===== config.mk =====
export PLATFORM = sky130hd
export DESIGN_NAME = mdu_seq
export DESIGN_NICKNAME = d
export VERILOG_FILES = /design/src/rtl/mdu_seq.sv
export SDC_FILE = /design/constraint.sdc
export NUM_CORES = 2
export LEC_CHECK = 0
export ABC_AREA = 1
export ABC_CLOCK_PERIOD_IN_PS = 14800
export CORE_ASPECT_RATIO = 0.5
export CORE_MARGIN = 2
export CORE_UTILIZATION = 23
export DETAILED_ROUTE_END_ITERATION = 8
export PLACE_DENSITY_LB_ADDON = 0.3
export SLEW_MARGIN = 40
export SYNTH_ARGS = -nofsm -noshare
export SYNTH_HDL_FRONTEND = slang
export SYNTH_SLANG_ARGS = --single-unit

===== constraint.sdc =====
create_clock -name clk -period 14.8 [get_ports clk]
set_input_delay 2.96 -clock clk [delete_from_list [all_inputs] [get_ports clk]]
set_output_delay 2.96 -clock clk [all_outputs]
set_load 0.03 [all_outputs]

===== src/rtl/mdu_seq.sv =====
// Iterative RV64M multiply/divide sequencer: shift-add multiply and restoring divide,
// one add/subtract step per cycle, valid/ready on both the request and the result side.
module mdu_seq #(
    parameter int XLEN  = 64,
    parameter int CNT_W = 7
) (
    input  logic            clk,
    input  logic            rst_n,
    input  logic            in_valid,
    output logic            in_ready,
    input  logic [2:0]      op,
    input  logic            is_word,
    input  logic [XLEN-1:0] src1,
    input  logic [XLEN-1:0] src2,
    input  logic            flush,
    output logic            out_valid,
    input  logic            out_ready,
    output logic [XLEN-1:0] result,
    output logic            busy
);
    localparam int WW = 32;

    typedef enum logic [1:0] {
        IDLE = 2'd0,
        BUSY = 2'd1,
        DONE = 2'd2
    } state_e;

    state_e            stateReg, stateNext;
    logic [2:0]        opReg;
    logic              isWordReg;
    logic              negReg;
    logic [CNT_W-1:0]  cntReg;
    logic [2*XLEN-1:0] accReg;
    logic [XLEN-1:0]   operandReg;
    logic [XLEN-1:0]   resultReg;

    function automatic logic [XLEN-1:0] wordFix(input logic w, input logic [XLEN-1:0] v);
        return w ? {{(XLEN-WW){v[WW-1]}}, v[WW-1:0]} : v;
    endfunction

    // ---------------- request decode and operand preparation ----------------
    logic              isDivIn, signed1In, signed2In;
    logic              negAIn, negBIn, negIn;
    logic              divZero, divOvf, specialIn;
    logic              accept, stepEn;
    logic [XLEN-1:0]   extA, extB, absA, absB, mostNeg;
    logic [XLEN-1:0]   specialRaw, specialResult, initOperand;
    logic [2*XLEN-1:0] initAcc;
    logic [CNT_W-1:0]  initCnt;

    always_comb begin
        isDivIn   = op[2];
        signed1In = (op == 3'd0) || (op == 3'd1) || (op == 3'd2) || (op == 3'd4) || (op == 3'd6);
        signed2In = (op == 3'd0) || (op == 3'd1) || (op == 3'd4) || (op == 3'd6);
        extA      = is_word ? {{(XLEN-WW){signed1In & src1[WW-1]}}, src1[WW-1:0]} : src1;
        extB      = is_word ? {{(XLEN-WW){signed2In & src2[WW-1]}}, src2[WW-1:0]} : src2;
        negAIn    = signed1In & extA[XLEN-1];
        negBIn    = signed2In & extB[XLEN-1];
        absA      = negAIn ? -extA : extA;
        absB      = negBIn ? -extB : extB;
        // Remainder takes the dividend's sign; quotient and product take the xor.
        negIn     = (isDivIn && op[1]) ? negAIn : (negAIn ^ negBIn);
        mostNeg   = is_word ? {{(XLEN-WW+1){1'b1}}, {(WW-1){1'b0}}}
                            : {1'b1, {(XLEN-1){1'b0}}};
        divZero   = isDivIn && (extB == '0);
        divOvf    = isDivIn && !op[0] && (extA == mostNeg) && (extB == '1);
        specialIn = divZero || divOvf;
        if (divZero) begin
            specialRaw = op[1] ? extA : '1;
        end else begin
            specialRaw = op[1] ? '0 : extA;
        end
        specialResult = wordFix(is_word, specialRaw);
        // W divides park the 32-bit dividend at the top of the quotient half so 32 shifts suffice.
        if (isDivIn) begin
            initAcc     = {{XLEN{1'b0}}, (is_word ? {absA[WW-1:0], {(XLEN-WW){1'b0}}} : absA)};
            initOperand = absB;
        end else begin
            initAcc     = {{XLEN{1'b0}}, absB};
            initOperand = absA;
        end
        initCnt = is_word ? CNT_W'(WW) : CNT_W'(XLEN);
        accept  = (stateReg == IDLE) && in_valid && !flush;
        stepEn  = (stateReg == BUSY) && !flush;
    end

    // ---------------- one iteration and final result shaping ----------------
    logic [XLEN:0]     mulSum, trial;
    logic [2*XLEN:0]   shifted;
    logic [2*XLEN-1:0] stepAcc, prod, prodSigned;
    logic [XLEN-1:0]   quo, rem, rawResult, finalResult;

    always_comb begin
        mulSum  = {1'b0, accReg[2*XLEN-1:XLEN]} + (accReg[0] ? {1'b0, operandReg} : '0);
        shifted = {accReg, 1'b0};
        trial   = shifted[2*XLEN:XLEN] - {1'b0, operandReg};
        if (opReg[2]) begin
            stepAcc = trial[XLEN] ? shifted[2*XLEN-1:0]
                                  : {trial[XLEN-1:0], shifted[XLEN-1:1], 1'b1};
        end else begin
            stepAcc = {mulSum, accReg[XLEN-1:1]};
        end
        // After only 32 multiply steps the product still sits 32 bits up.
        prod       = isWordReg ? (stepAcc >> WW) : stepAcc;
        prodSigned = negReg ? -prod : prod;
        quo        = stepAcc[XLEN-1:0];
        rem        = stepAcc[2*XLEN-1:XLEN];
        if (opReg[2]) begin
            rawResult = opReg[1] ? (negReg ? -rem : rem) : (negReg ? -quo : quo);
        end else begin
            rawResult = (opReg == 3'd0) ? prodSigned[XLEN-1:0] : prodSigned[2*XLEN-1:XLEN];
        end
        finalResult = wordFix(isWordReg, rawResult);
    end

    // ---------------- FSM ----------------
    always_ff @(posedge clk or negedge rst_n) begin
        if (!rst_n) begin
            stateReg <= IDLE;
        end else begin
            stateReg <= stateNext;
        end
    end

    always_comb begin
        stateNext = stateReg;
        case (stateReg)
            IDLE: begin
                if (in_valid && !flush) begin
                    stateNext = specialIn ? DONE : BUSY;
                end
            end
            BUSY: begin
                if (flush) begin
                    stateNext = IDLE;
                end else if (cntReg == CNT_W'(1)) begin
                    stateNext = DONE;
                end
            end
            DONE: begin
                if (flush || out_ready) begin
                    stateNext = IDLE;
                end
            end
            default: stateNext = IDLE;
        endcase
    end

    always_comb begin
        in_ready  = (stateReg == IDLE);
        out_valid = (stateReg == DONE);
        busy      = (stateReg != IDLE);
        result    = resultReg;
    end

    // ---------------- datapath registers ----------------
    always_ff @(posedge clk or negedge rst_n) begin
        if (!rst_n) begin
            opReg      <= '0;
            isWordReg  <= 1'b0;
            negReg     <= 1'b0;
            cntReg     <= '0;
            accReg     <= '0;
            operandReg <= '0;
            resultReg  <= '0;
        end else if (accept) begin
            opReg      <= op;
            isWordReg  <= is_word;
            negReg     <= negIn;
            cntReg     <= initCnt;
            accReg     <= initAcc;
            operandReg <= initOperand;
            if (specialIn) begin
                resultReg <= specialResult;
            end
        end else if (stepEn) begin
            accReg <= stepAcc;
            cntReg <= cntReg - CNT_W'(1);
            if (cntReg == CNT_W'(1)) begin
                resultReg <= finalResult;
            end
        end
    end

endmodule


Yosys cells after proc, flatten, opt, wreduce, memory -nomap -nowiden. Index checks and enable logic that the tools add are counted.

Reduce and logical (&&, ||, !) cells: 28. Eq/ne operators: 13. Add/subtract/negate cells: 8. Multiplexer cells: 39. Bitwise gates (word level): 5.

Operators with widths (count): 64-bit two-way mux (22); 128-bit two-way mux (6); 64-bit negation (4); 128-bit negation (1); 64-bit by 64-bit adder with 65-bit output (1); 65-bit by 64-bit subtractor with 65-bit output (1); 64-bit == test (1); 64-bit == test, second input constant (1); 64-bit zero test (1); 63-bit two-way mux (1); 7-bit two-way mux (3); 2-bit two-way mux (5); 1-bit logical AND (9); 1-bit logical OR (8); 7-bit by 1-bit == test with 1-bit output, second input constant (1); 7-bit by 1-bit subtractor with 7-bit output, second input constant (1); 3-bit == test, second input constant (2); 3-bit zero test (2); 2-bit one-hot mux with 3 select lines (1); 3-bit AND reduction (2); 2-bit nonzero test (3); 1-bit bitwise AND (4); 2-bit by 1-bit inequality test with 1-bit output, second input constant (2); 3-bit by 1-bit == test with 1-bit output, second input constant (1); 9 further kinds (10).

Input bits: 137. Output and inout bits: 67. Register bits after elaboration: 270. Word-level logic and storage cells: 101.

Depth between registers and ports, before layout.
Word-level depth: 14. Depth in mapped cells: 44. Depth with buffers taken out: 43.

Worst setup path before layout. Ideal clock, no wire load.

Path kind: input port to flip-flop. Start: input port src2[0]. End: register resultReg[34], in the netlist result[34]. Stages on the path: 23. Setup time: 0.066 ns. Arrival time: 5.821 ns. Path buffers: 1. Required time: 14.734 ns. Setup slack: 8.913 ns. Cells stage by stage: inv_1 ha_1 inv_1 nor3_1 nand2_1 nor3_1 nand3_1 nor2_1 nand4_1 nor3_1 nand4_1 nor2_1 nand3_1 nor4_2 a41oi_1 nand2_1 nand2_1 inv_1 o21ai_1 clkbuf_1 nor2_1 nand2_1 nand2_1.

Longest elaborated chain between the ends: 7. Elaborated cells on any way between the ends: 12. Those cells by class: eq/ne: 2; mux: 5; reduce/logical: 5.

Ends and longest elaborated chain: start: declaration (RTL line 14) `input logic [XLEN-1:0] src2,`; 64-bit two-way mux (*) (RTL line 57) `extB = is_word ? {{(XLEN-WW){signed2In & src2[WW-1]}}, src2[WW-1:0]} : src2;`; 64-bit zero test (RTL line 66) `divZero = isDivIn && (extB == '0);`; 1-bit logical AND (RTL line 66); 64-bit two-way mux (RTL line 69) `if (divZero) begin`; 64-bit two-way mux (RTL line 39) `return w ? {{(XLEN-WW){v[WW-1]}}, v[WW-1:0]} : v;`; 64-bit two-way mux (RTL line 174) `if (specialIn) begin`; 64-bit two-way mux (RTL line 167) `end else if (accept) begin`; end signal: assignment (RTL line 175) `resultReg <= specialResult;`; end signal: assignment (RTL line 181) `resultReg <= finalResult;`; end: declaration (RTL line 36) `logic [XLEN-1:0] resultReg;`.

Every way passes the cells marked *; elsewhere a longest branch is shown, timed or not. The select of a mux whose other input is x is not followed. A chain may end at the register's enable or synchronous reset.

Worst setup path in the final report.
Start: input port op[2]. End: register accReg[56].

Longest elaborated chain between the ends: 12. Elaborated cells on any way between the ends: 24. Those cells by class: add/sub: 2; eq/ne: 4; mux: 7; bitwise: 4; reduce/logical: 7.

Ends and longest elaborated chain: start: declaration (RTL line 11) `input logic [2:0] op,`; 3-bit by 1-bit == test with 1-bit output / 3-bit zero test (equally long branches) (RTL line 54, 55); 1-bit logical OR (RTL line 54, 55); 1-bit logical OR (3 in series) (RTL line 54) `signed1In = (op == 3'd0) || (op == 3'd1) || (op == 3'd2) || (op == 3'd4) || (op == 3'd6);`; 1-bit bitwise AND (RTL line 56) `extA = is_word ? {{(XLEN-WW){signed1In & src1[WW-1]}}, src1[WW-1:0]} : src1;`; 64-bit two-way mux (RTL line 56); 64-bit negation / 1-bit bitwise AND (equally long branches) (RTL line 60, 58); 64-bit two-way mux (RTL line 60) `absA = negAIn ? -extA : extA;`; 64-bit two-way mux (RTL line 77) `initAcc = {{XLEN{1'b0}}, (is_word ? {absA[WW-1:0], {(XLEN-WW){1'b0}}} : absA)};`; 64-bit two-way mux (*) (RTL line 76) `if (isDivIn) begin`; 128-bit two-way mux (*) (RTL line 167); end signal: assignment (RTL line 172) `accReg <= initAcc;`; end signal: assignment (RTL line 178) `accReg <= stepAcc;`; end: declaration (RTL line 34) `logic [2*XLEN-1:0] accReg;`.

Every way passes the cells marked *; elsewhere a longest branch is shown, timed or not.

==> flow_summary_export.csv <==
group,metric,value,unit
global_routing,grt_pass1_wl,515,mm
critical_path,crit_fanout,36,
timing,setup_tns,0,ns
synthesis,synth_top_cell_area_share,23.9,%
drt,vias,62700,
clock_tree,postCtsSetupRepairBufs,0,
die,start_util,23.2,%
die,io_pins,204,
placement,portBuffers,203,
critical_path,worstPathRequired,15.39,ns
global_routing,antenna_found_initial,44,
die,fp.dieW,624,um
critical_path,rr_worst_depth,37,
die,dieArea,196000,um2
clock_tree,cts_sinks,270,
global_routing,grt.total_usage,38.8,%
timing,setup_ws,6.86,ns
synthesis,synth_area_leaders,"nand2_1 24%, dfrtp_1 15%, inv_1 9.4%",
worst_hold_path,whs_path_depth,2,
critical_path,cp_slowest_cell,"nor2_4",
synthesis,netlist_area,44300,um2
synthesis,syn-num-nets,8689,
timing,slew_viol_final,0,
synthesis,yosysUniqueCellTypes,63,
timing,worstMarginPinSlew,1.15,ns
global_routing,grt_max_degree,122,
critical_path,worst_ep_arrival_time,8.53,ns
synthesis,ys_seq_area_share,15.3,%
timing,finalHoldViolCount,0,
drt,vias_per_cell,5.69,
global_routing,first_global_vias,55200,
cells_and_area,area_growth,14.2,%
drt,wirelength,396,mm
drt,wl_per_cell,36.0,um
critical_path,critPathTopFamily,"buffers and inverters",
outcome,status,"completed",
clock_tree,cts_resized,0,
clock_tree,insertion_delay,0.65,ns
critical_path,r2r_end,"result[43]",
timing,finClkSkew,0.0734,ns
clock_tree,cts_tree,"done",
timing,finalCriticalPeriod,7.94,ns
die,floorplan.rows,113,
critical_path,end_kind,"flop",
timing,setup_viol,0,
drt,detailedRoute.firstPassIterationCount,9,
clock_tree,root_buffer,"clkbuf_16",
clock_tree,htreeDepth,2,
timing,fin_crit_sh,53.7,%
timing,fmax,126,MHz
die,coreArea,190000,um2
critical_path,reg2reg_slack,6.86,ns
critical_path,crit_buf_inv,8,
cells_and_area,design_area,50600,um2
drt,drt_iter0_drc,11200,
drt,antenna_left,0,
placement,place_ws,6.32,ns
cells_and_area,utilization,26.5,%
worst_hold_path,holdCritStartpoint,"result[48]",
critical_path,cp_slowest_stage_delay,0.61,ns
synthesis,yosys.area.top_type,"nand2_1",
drt,post-route-drc-count,0,
cells_and_area,drive_above_1_share,4.43,%
placement,post-dp-hpwl,336,mm
synthesis,syn_area_per_cell,5.26,um2
placement,postPlaceCellArea,49300,um2
worst_hold_path,min_path_type,"flop to flop",
worst_hold_path,holdPathEnd,"result[48]",
flow_run,cap_viol_max_count,0,
clock_tree,cts_buffer_depth,3,
critical_path,r2r-start,"operandReg[3]",
timing,slew_headroom,22.4,%
synthesis,netlist_instances,8414,
critical_path,worstSetupPathType,"input port to flop",
timing,rsz0062_at_grt,"false",
clock_tree,numCtsBuffers,36,
global_routing,grt-ovfl-total,0,
critical_path,path_cells,"clkdlybuf4s50_1 > buf_4 > a21oi_1 > inv_1 > nand3_2 > o21ai_0 > inv_1 > nor2_4 > buf_4 > clkinv_1 > buf_4 > nor2_1 > a21oi_1 > nand2_1 > xor2_1 > nand2_1 > o2111ai_1 > o21ai_0 > inv_1",
placement,gp_congestion,1.10,
clock_tree,hold_buffers,0,
cells_and_area,final_nets,8720,
synthesis,ys_warn_count,0,
die,dieHeight,314,um
clock_tree,path_clk_slew,0.07,ns
synthesis,ys_ff_latch,270,
critical_path,start_kind,"input port",
registers in the layout (all words and copies together), names as in the netlist:
register	count
accReg	128
cntReg	7
isWordReg	1
negReg	1
opReg	3
operandReg	64
result	64
stateReg	2
synthesized netlist by cell type (all sizes together):
library cell and instances:
nand2 2855, inv 1124, nor2 1050, nand3 740, o21ai 606, a21oi 471
dfrtp 270, clkbuf 214, ha 136, xor2 120, buf 111, nor3 106
nand4 94, o221ai 72, o22ai 68, nand3b 56, xnor2 43, o211ai 42
a31oi 32, a22oi 30, o21a 29, nor4 27, o21bai 26, or2 19
maj3 13, a21o 8, a221oi 7, and2 6, clkinv 6, o31ai 6
and3 4, a21boi 3, a31o 3, a32oi 3, o2111ai 3, a41oi 2
fa 2, nor3b 2, nor4b 2, a211oi 1, o2bb2ai 1, or3 1
kinds of logic after synthesis:
kind of cell	after synthesis	synth area share [%]
and+or+nand+nor	4962	46.5
buffers and inverters	1455	12.8
AOI/OAI and AO/OA	1413	18.0
DFF	270	15.3
xor gates and xnor gates	163	3.23
adders and majority gates	151	4.23
layer usage:
metal | vias up | global-route usage (%) | wire (um)
met5 | - | 0 | 136
met4 | 20 | 10.2 | 12500
met3 | 509 | 17.9 | 61200
met2 | 4327 | 51.0 | 146000
met1 | 30700 | 55.5 | 177000
li1 | 27200 | - | -
area by class of cell:
type / instances / area [um2]
inverters: 1130 / 4260
clock inverters: 14 / 175
diodes: 11 / 27.5
repair buffers: 318 / 2950
fillers: 22200 / 140000
clock buffers: 51 / 1030
flip-flops and latches: 270 / 6770
multi-input cells: 6689 / 32200
well taps: 2530 / 3170
worst max path at each step:
stage               startpoint    endpoint  slack [ns]  depth (start not counted)
finish                   op[2]  accReg[56]        6.86                         19
global placement         op[2]  accReg[62]        6.20                         16
floorplan              src2[0]  result[34]        8.91                         23
detailed placement       op[2]  accReg[56]        6.32                         19
CTS                      op[2]  accReg[56]        6.96                         19
global route             op[2]  accReg[56]        6.53                         19
per-stage QoR:
step,hold WS [ns],instances
finish,0.479,11000
global route,0.525,11000
CTS,0.482,11000
detailed placement,0.465,10900
global placement,0.465,10900
floorplan,0.454,8414
worst reg2reg max path, delay by kind of cell (launching register included):
kind,cells,cell delay [ns]
adders and majority gates,1,0.46
buffers and inverters,5,1.75
DFF,1,0.66
and+or+nand+nor,31,5.05
cell usage in the layout (no fill, tap or decap), types with 15 or more instances in the layout:
cell type and instances:
o21ai_0 536, nor3_1 98, xor2_1 102, inv_2 22
xor2_2 18, clkbuf_16 36, o21ai_1 55, nand3_1 725
nand2_1 2815, clkdlybuf4s50_1 201, xnor2_1 34, o21bai_1 25
ha_1 136, nand3b_1 56, a22oi_1 30, buf_4 109
a21oi_1 460, inv_1 1099, o22ai_1 68, nand4_1 94
nor2_2 25, or2_2 18, nor4_1 26, o21a_1 29
o211ai_1 42, a31oi_1 32, nand2_2 34, o221ai_1 72
nor2_1 1021, dfrtp_1 265, o21ai_2 15
Power is not shown: default switching activity piles up to over one toggle a cycle in this logic, so the estimate is an artifact.
